## src/rtl/gb_apu_pkg.sv

```systemverilog
// Shared APU types and frame-sequencer step tables.
// Bit n of each mask selects the strobe issued when step n executes.
package gb_apu_pkg;

   localparam int unsigned FS_STEPS = 8;

   typedef logic [2:0] fs_step_t;

   localparam logic [FS_STEPS-1:0] FS_LEN_MASK   = 8'b0101_0101;
   localparam logic [FS_STEPS-1:0] FS_SWEEP_MASK = 8'b0100_0100;
   localparam logic [FS_STEPS-1:0] FS_ENV_MASK   = 8'b1000_0000;

   typedef struct packed {
      logic length;
      logic sweep;
      logic env;
   } fs_strobe_t;

   function automatic fs_strobe_t fs_decode(input fs_step_t s);
      fs_strobe_t r;
      r.length = FS_LEN_MASK[s];
      r.sweep  = FS_SWEEP_MASK[s];
      r.env    = FS_ENV_MASK[s];
      return r;
   endfunction

endpackage

```

## src/rtl/gb_frame_sequencer_if.sv

```systemverilog
// Frame-sequencer control inputs and per-channel tick strobes.
// The master modport is the sequencer; the slave modport is the consuming APU logic.
interface gb_frame_sequencer_if;
   import gb_apu_pkg::*;

   logic     apu_enable;
   logic     div_bit;
   logic     frame_tick;
   fs_step_t step;
   logic     clk_length_ctr;
   logic     clk_sweep;
   logic     clk_vol_env;

   modport master (
      input  apu_enable, div_bit,
      output frame_tick, step, clk_length_ctr, clk_sweep, clk_vol_env
   );

   modport slave (
      output apu_enable, div_bit,
      input  frame_tick, step, clk_length_ctr, clk_sweep, clk_vol_env
   );
endinterface

```

## src/rtl/gb_fs_prescaler.sv

```systemverilog
// Frame-event prescaler: counts 0..PRESCALE-1 while enabled, flags ev on the last count.
// Disable clears the count, so the first ev after enabling lands on the PRESCALE-th cycle.
module gb_fs_prescaler #(
   parameter int unsigned PRESCALE = 8192
) (
   input  logic clk,
   input  logic reset,
   input  logic enable,
   output logic ev
);
   localparam int unsigned   W    = $clog2(PRESCALE + 1);
   localparam logic [W-1:0]  LAST = W'(PRESCALE - 1);

   logic [W-1:0] count;

   assign ev = enable && (count == LAST);

   always_ff @(posedge clk) begin
      if (!reset || !enable) begin
         count <= '0;
      end else if (ev) begin
         count <= '0;
      end else begin
         count <= count + W'(1);
      end
   end
endmodule

```

## src/rtl/gb_frame_sequencer.sv

```systemverilog
// APU frame sequencer: turns the 512 Hz frame event into length/sweep/envelope strobes.
// Define GB_FS_EXT_DIV_EN to take the frame event from falling edges of DIV bit 4.
module gb_frame_sequencer
   import gb_apu_pkg::*;
#(
   parameter int unsigned PRESCALE = 8192
) (
   input  logic                  clk,
   input  logic                  reset,
   gb_frame_sequencer_if.master  fs
);
   logic       ev;
   fs_step_t   step_q;
   fs_step_t   step_d;
   logic       tick_d;
   fs_strobe_t strobe_d;

`ifdef GB_FS_EXT_DIV_EN
   localparam int unsigned unused_prescale = PRESCALE;
   logic div_prev;

   // div_prev follows div_bit even while disabled so re-enable sees no stale edge.
   always_ff @(posedge clk) begin
      if (!reset) begin
         div_prev <= 1'b0;
      end else begin
         div_prev <= fs.div_bit;
      end
   end

   assign ev = fs.apu_enable & div_prev & ~fs.div_bit;
`else
   logic unused_div;
   assign unused_div = fs.div_bit;

   gb_fs_prescaler #(.PRESCALE(PRESCALE)) u_prescaler (
      .clk    (clk),
      .reset  (reset),
      .enable (fs.apu_enable),
      .ev     (ev)
   );
`endif

   // Strobes reflect the step being executed, i.e. the value before the increment.
   always_comb begin
      step_d   = step_q;
      tick_d   = 1'b0;
      strobe_d = '0;
      if (ev) begin
         step_d   = step_q + 3'd1;
         tick_d   = 1'b1;
         strobe_d = fs_decode(step_q);
      end
   end

   always_ff @(posedge clk) begin
      if (!reset || !fs.apu_enable) begin
         step_q            <= '0;
         fs.frame_tick     <= 1'b0;
         fs.clk_length_ctr <= 1'b0;
         fs.clk_sweep      <= 1'b0;
         fs.clk_vol_env    <= 1'b0;
      end else begin
         step_q            <= step_d;
         fs.frame_tick     <= tick_d;
         fs.clk_length_ctr <= strobe_d.length;
         fs.clk_sweep      <= strobe_d.sweep;
         fs.clk_vol_env    <= strobe_d.env;
      end
   end

   assign fs.step = step_q;
endmodule

```

## src/flat_wrapper.sv

```systemverilog
// flat-port wrapper written by rule: the top's interface ports become plain ports
module gb_frame_sequencer_flat import gb_apu_pkg::*;
#(
   parameter int unsigned PRESCALE = 8192
)
  (clk, reset, fs_apu_enable, fs_div_bit, fs_frame_tick, fs_step, fs_clk_length_ctr, fs_clk_sweep, fs_clk_vol_env);
  gb_frame_sequencer_if fs_i ();
  input  logic clk;
  input  logic reset;
  input wire logic [$bits(fs_i.apu_enable)-1:0] fs_apu_enable;
  input wire logic [$bits(fs_i.div_bit)-1:0] fs_div_bit;
  output wire logic [$bits(fs_i.frame_tick)-1:0] fs_frame_tick;
  output wire logic [$bits(fs_i.step)-1:0] fs_step;
  output wire logic [$bits(fs_i.clk_length_ctr)-1:0] fs_clk_length_ctr;
  output wire logic [$bits(fs_i.clk_sweep)-1:0] fs_clk_sweep;
  output wire logic [$bits(fs_i.clk_vol_env)-1:0] fs_clk_vol_env;
  assign fs_i.apu_enable = fs_apu_enable;
  assign fs_i.div_bit = fs_div_bit;
  assign fs_frame_tick = fs_i.frame_tick;
  assign fs_step = fs_i.step;
  assign fs_clk_length_ctr = fs_i.clk_length_ctr;
  assign fs_clk_sweep = fs_i.clk_sweep;
  assign fs_clk_vol_env = fs_i.clk_vol_env;
  gb_frame_sequencer #(.PRESCALE(PRESCALE)) u_core (.clk(clk), .reset(reset), .fs(fs_i));
endmodule
```

## config.mk

```make
export PLATFORM = sky130hd
export DESIGN_NAME = gb_frame_sequencer_flat
export DESIGN_NICKNAME = d
export VERILOG_FILES = /design/src/rtl/gb_apu_pkg.sv /design/src/rtl/gb_frame_sequencer_if.sv /design/src/rtl/gb_fs_prescaler.sv /design/src/rtl/gb_frame_sequencer.sv /design/src/flat_wrapper.sv
export SDC_FILE = /design/constraint.sdc
export NUM_CORES = 1
export LEC_CHECK = 0
export ABC_AREA = 1
export CAP_MARGIN = 20
export CORE_MARGIN = 2
export CORE_UTILIZATION = 53
export CTS_CLUSTER_SIZE = 40
export DETAILED_ROUTE_END_ITERATION = 8
export GPL_ROUTABILITY_DRIVEN = 0
export PLACE_DENSITY_LB_ADDON = 0.2
export RECOVER_POWER = 50
export REMOVE_ABC_BUFFERS = 1
export SLEW_MARGIN = 20
export SYNTH_ARGS = -nofsm -noshare
export SYNTH_HDL_FRONTEND = slang
export SYNTH_SLANG_ARGS = --single-unit
```

## constraint.sdc

```tcl
create_clock -name clk -period 2 [get_ports clk]
set_clock_uncertainty 0.15 [all_clocks]
set_input_delay 0.2 -clock clk [delete_from_list [all_inputs] [get_ports clk]]
set_output_delay 0.2 -clock clk [all_outputs]
set_load 0.02 [all_outputs]
```

Yosys cells after proc, flatten, opt, wreduce, memory -nomap -nowiden:

Memory sizes are Yosys's and may differ from the RTL's. A register that Yosys moved wholly into a read port is not among the register bits.
Index checks and enable logic that the tools add are counted.

* add/sub/neg operators: 2
* equality and inequality tests: 1
* mux-type cells: 1
* bitwise gates (word level): 1
* reduce and logical (&&, ||, !) cells: 6

Operators with widths (count)
* $add A14 B1 Y14 const B: 1
* $eq A14 B13 Y1 const B: 1
* $reduce_or A2 Y1: 2
* $add A3 B1 Y3 const B: 1
* $logic_not A1 Y1: 2
* $logic_and A1 B1 Y1: 1
* $logic_or A1 B1 Y1: 1
* $mux W1: 1
* $not A1 Y1: 1

* register bits after elaboration: 18
* memory bits (read-only): 24
* input port bits: 4
* output and inout port bits: 7
* memories: 3

Memories
* (no name shown): depth 8, width 1, read ports 1, clocked after memory_dff 1, write ports 0, RTL line gb_apu_pkg.sv:22 `r.sweep = FS_SWEEP_MASK[s];`
* (no name shown): depth 8, width 1, read ports 1, clocked after memory_dff 1, write ports 0, RTL line gb_apu_pkg.sv:23 `r.env = FS_ENV_MASK[s];`
* (no name shown): depth 8, width 1, read ports 1, clocked after memory_dff 1, write ports 0, RTL line gb_apu_pkg.sv:21 `r.length = FS_LEN_MASK[s];`

Logic depth before layout (Yosys ltp):

* word-level depth: 4
* depth in mapped cells: 8
* mapped depth without buffers: 8

Modules after synthesis:

From an unflattened synthesis, not the netlist that was laid out.

* cell total of the unflattened synthesis: 130
* area total of the unflattened synthesis: 950.9 um^2

Modules (own cells, without submodules)
* gb_fs_prescaler: times used 1, cells an instance 99, area an instance 696.9 um^2, seq. area each 280.3 um^2
* gb_frame_sequencer: times used 1, cells an instance 31, area an instance 254.0 um^2, seq. area each 140.1 um^2

Least setup slack after synthesis:

No wires, ideal clock.

* path kind: reg2reg
* start point: register u_core.u_prescaler.count[0]
* end point: register u_core.u_prescaler.count[11]
* data arrival time: 1149 ps
* path slack: 589 ps
* cell stages (with the launch flop): 8
* buffers on the path: 1
* cells stage by stage: dfxtp_1 -> ha_1 -> nand2_1 -> nor2_4 -> nand4_4 -> nand2_2 -> buf_6 -> nor2_1

* word-level cells in the longest chain between the ends: 3
* elaborated cells between the ends (all ways): 4
* classes of those cells: add/sub: 1; eq/ne: 1; reduce/logical: 2

Ends and longest elaborated chain
* start: declaration: RTL line gb_fs_prescaler.sv:14 `logic [W-1:0] count;`
* start signal: assignment: RTL line gb_fs_prescaler.sv:24 `count <= count + W'(1);`
* parallel branches: the longest is 3 deep, another holds $add A14 B1 Y14

Parallel ways; which one is timed is not known.
A chain may end at the register's enable or synchronous reset.

Final worst setup path:

* start point: register u_core.u_prescaler.count[0]
* end point: register u_core.u_prescaler.count[9]

Same word-level chain as after synthesis.

==> run summary <==
======================================================================================================
Clock transition at the register clock pins on the worst setup and hold paths after CTS        0.11 ns
CP Class                                                                                    reg -> reg
Vertical extent of the die                                                                     46.6 µm
Time the final worst path needs with I/O delays and setup                                      1.71 ns
Post-CTS Resized                                                                                     0
Total Routing Usage GR                                                                           0.159
Min-Delay Path Depth                                                                                 1
TritonCTS clock tree                                                                              done
Number of cells in the finished layout apart from fillers                                          156
Worst-case clock buffer depth                                                                        2
Share of total power in sequential cells                                                         0.667
Port bufs                                                                                            9
Row Count                                                                                           15
Boundary pin count                                                                                  11
Pin count of the biggest net entering global routing                                                14
Seq cells post-synth                                                                                21
Cell type with the highest aggregate area in the netlist                                  sky130_fd_sc_hd__dfxtp_1
Synthesis Warnings                                                                                   0
Post-synth EDFFs                                                                                     0
Worst slack, placed                                                                           0.342 ns
Max transition margin                                                                            0.733
Maximum net fanout on the critical path                                                             13
Critical hold path startpoint                                                             u_core.u_prescaler.count[0]
Sink of the worst hold path                                                               u_core.u_prescaler.count[0]
Startpoint class of the critical path                                                             flop
Switching portion of total power                                                                 0.203
Final-report max-slew violation count                                                                0
Instance count of the mapped netlist                                                               119
Class of the tightest hold or removal check                                                 reg -> reg
Worst EP required                                                                              2.03 ns
Internal power of the cells                                                                   0.503 mW
Total clock sinks                                                                                   21
Count of cell types in the netlist                                                                  14
Vias per inst                                                                                     4.64
Data arrival, critical path                                                                    1.74 ns
Share of final-layout standard cells stronger than drive strength 1                             0.0840
First DRT Iteration DRCs                                                                             3
Insertion delay to the later sink of the worst-skew pair                                       0.29 ns
Sw Pwr                                                                                        0.128 mW
Final #Nets                                                                                        139
Clock root buffer                                                                         sky130_fd_sc_hd__clkbuf_4
Residual DRC                                                                                         0
Setup repair after global routing missed its margin                                                 no
Post-CTS Repair Setup Buffers                                                                        0
Register-to-Register Setup Slack                                                               0.29 ns
Core region area                                                                              1730 µm²
Total standard cell area after synthesis                                                       963 µm²
Number of buffers created by CTS                                                                     3
Max H-tree Level                                                                                     1
Kind of end point of the critical path                                                            flop
Part of the Yosys area used for sequential elements                                              0.436
Number of setup violations in the final report                                                       0
Leakage power total                                                                           0.459 nW
DRT antenna net count                                                                                0
Total via count in the routed design                                                               724
Max Cap Violations                                                                                   0
Via count of the first global-routing pass                                                         638
Run status                                                                                complete, no violations
Peak supply drop                                                                              0.507 mV
Overall power consumption                                                                     0.632 mW
Placed wire-length estimate after detailed placement                                           1140 µm
Worst Reg-to-Reg Cells                                                                               6
Critical R2R Capture                                                                      u_core.u_prescaler.count[9]
Die X                                                                                          46.6 µm
Count of inserted antenna diode cells                                                                0
Power density over the cells                                                                580 nW/µm²
Die area                                                                                      2170 µm²
Highest achievable clock rate                                                                  586 MHz
Total of fill cells in the finished design                                                         160
Wire length of the first global-routing pass                                                   2480 µm
Setup TNS                                                                                         0 ns
Area Growth Syn to Fin                                                                           13.1%
Top post-synthesis cells by count                                                         sky130_fd_sc_hd__nand2_1 (24), sky130_fd_sc_hd__dfxtp_1 (21), sky130_fd_sc_hd__nor2_1 (21)
Initial antenna violation count                                                                      0
Worst hold slack after final layout                                                           0.304 ns
Total Routed Length                                                                            1480 µm
Number of cells after detailed placement                                                           152
Hold violation count in the final report                                                             0
Clock group share of total power                                                                 0.309
Average cell area after synthesis                                                             8.10 µm²
Worst path setup slack after routing                                                          0.293 ns
Most area-consuming cells after synthesis                                                 sky130_fd_sc_hd__dfxtp_1 (44%), sky130_fd_sc_hd__nand2_1 (9.4%), sky130_fd_sc_hd__nor2_1 (8.2%)
Initial standard-cell utilization of the core                                                    0.558
Async set or reset register ratio after synthesis                                                    0
Final period utilization                                                                         0.853
Final global-route overflow total                                                                    0
Startpoint of the worst register-to-register path                                         u_core.u_prescaler.count[0]
Combinational fraction of design power                                                           0.024
Most instantiated library cell after synthesis                                            sky130_fd_sc_hd__nand2_1
Post-DR wirelength/cell                                                                        9.49 µm
Pre-Repair DR Iteration Count                                                                        4
Primary flip-flop cell chosen by synthesis mapping                                        sky130_fd_sc_hd__dfxtp_1
Cts hold-fix bufs                                                                                    0
Slew at the pin with the worst max-slew slack                                                 0.398 ns
Synth top area share                                                                             0.436
======================================================================================================
==> worst max-delay path by stage <==
stage / to / startpoint / cells past startpoint
finish: u_core.u_prescaler.count[9] / u_core.u_prescaler.count[0] / 6
global route: u_core.fs.clk_vol_env / u_core.u_prescaler.count[0] / 7
CTS: fs_step[0] / u_core.fs.step[0] / 1
detailed placement: u_core.u_prescaler.count[9] / fs_apu_enable / 6
global placement: u_core.u_prescaler.count[9] / fs_apu_enable / 6
floorplan: u_core.u_prescaler.count[10] / u_core.u_prescaler.count[0] / 6
==> routing by layer <==
| layer | share of wire | vias up | GRT usage |
|---|---|---|---|
| li1 | - | 396 | - |
| met1 | 0.48 | 314 | 0.200 |
| met2 | 0.46 | 10 | 0.261 |
| met3 | 0.036 | 4 | 0.0353 |
| met4 | 0.018 | 0 | 0.0667 |
| met5 | 0 | - | 0 |
==> final cells by class <==
| type | count | area (µm²) | area share |
|---|---|---|---|
| Multi-Input combinational cell | 83 | 469 | 0.431 |
| Sequential cell | 21 | 420 | 0.386 |
| Timing Repair Buffer | 9 | 90.1 | 0.0827 |
| Inverter | 14 | 52.6 | 0.0482 |
| Tap cell | 25 | 31.3 | 0.0287 |
| Clock buffer | 4 | 26.3 | 0.0241 |
==> sequential cells by signal (all words and copies together), names as in the netlist <==
signal / flops
u_core.fs.clk_vol_env: 1
u_core.fs.frame_tick: 1
u_core.fs.step: 3
u_core.u_prescaler.count: 14
u_core.fs.clk_length_ctr: 1
u_core.fs.clk_sweep: 1
==> stage by stage <==
| stage | util | instance area [µm²] |
|---|---|---|
| 6_report | 0.631 | 1090 |
| 5_1_grt | 0.631 | 1090 |
| 4_1_cts | 0.637 | 1100 |
| 3_5_place_dp | 0.622 | 1070 |
| 3_3_place_gp | 0.622 | 1070 |
| 2_1_floorplan | - | 952 |
==> placed cells by master, fill, tap and decap left out, drive strengths merged <==
cell type,instances
clkbuf,4
nand4,4
xor2,7
dlygate4sd3,4
inv,14
clkdlybuf4s50,5
nand3,13
nor2,26
ha,3
nand2,27
dfxtp,21
xnor2,3
==> power groups by stage <==
stage / Sequential [mW] / Combinational [mW] / Clock (mW)
floorplan: 0.431 / 0.00888 / 0
global placement: 0.431 / 0.0152 / 0
detailed placement: 0.431 / 0.0157 / 0
CTS: 0.421 / 0.0160 / 0.203
global route: 0.422 / 0.0175 / 0.213
finish: 0.421 / 0.0154 / 0.195
==> worst max-delay path: stages, from the launching register on <==
cell and delay (ns):
sky130_fd_sc_hd__dfxtp_1 0.36, sky130_fd_sc_hd__ha_1 0.21, sky130_fd_sc_hd__nand2_1 0.06, sky130_fd_sc_hd__nor2_1 0.32
sky130_fd_sc_hd__nand4_4 0.16, sky130_fd_sc_hd__nand2_2 0.24, sky130_fd_sc_hd__nor2_1 0.09
==> cells by family (layout without fill, tap and decap cells) <==
family / count (synthesis) / count (layout) / share of synthesized area
flops: 21 / 21 / 0.436
simple gates: 70 / 70 / 0.368
buf+inv: 15 / 27 / 0.0662
xor+xnor: 10 / 10 / 0.0909
fa+ha+maj: 3 / 3 / 0.0390
Power figures use the tool's default switching activity.
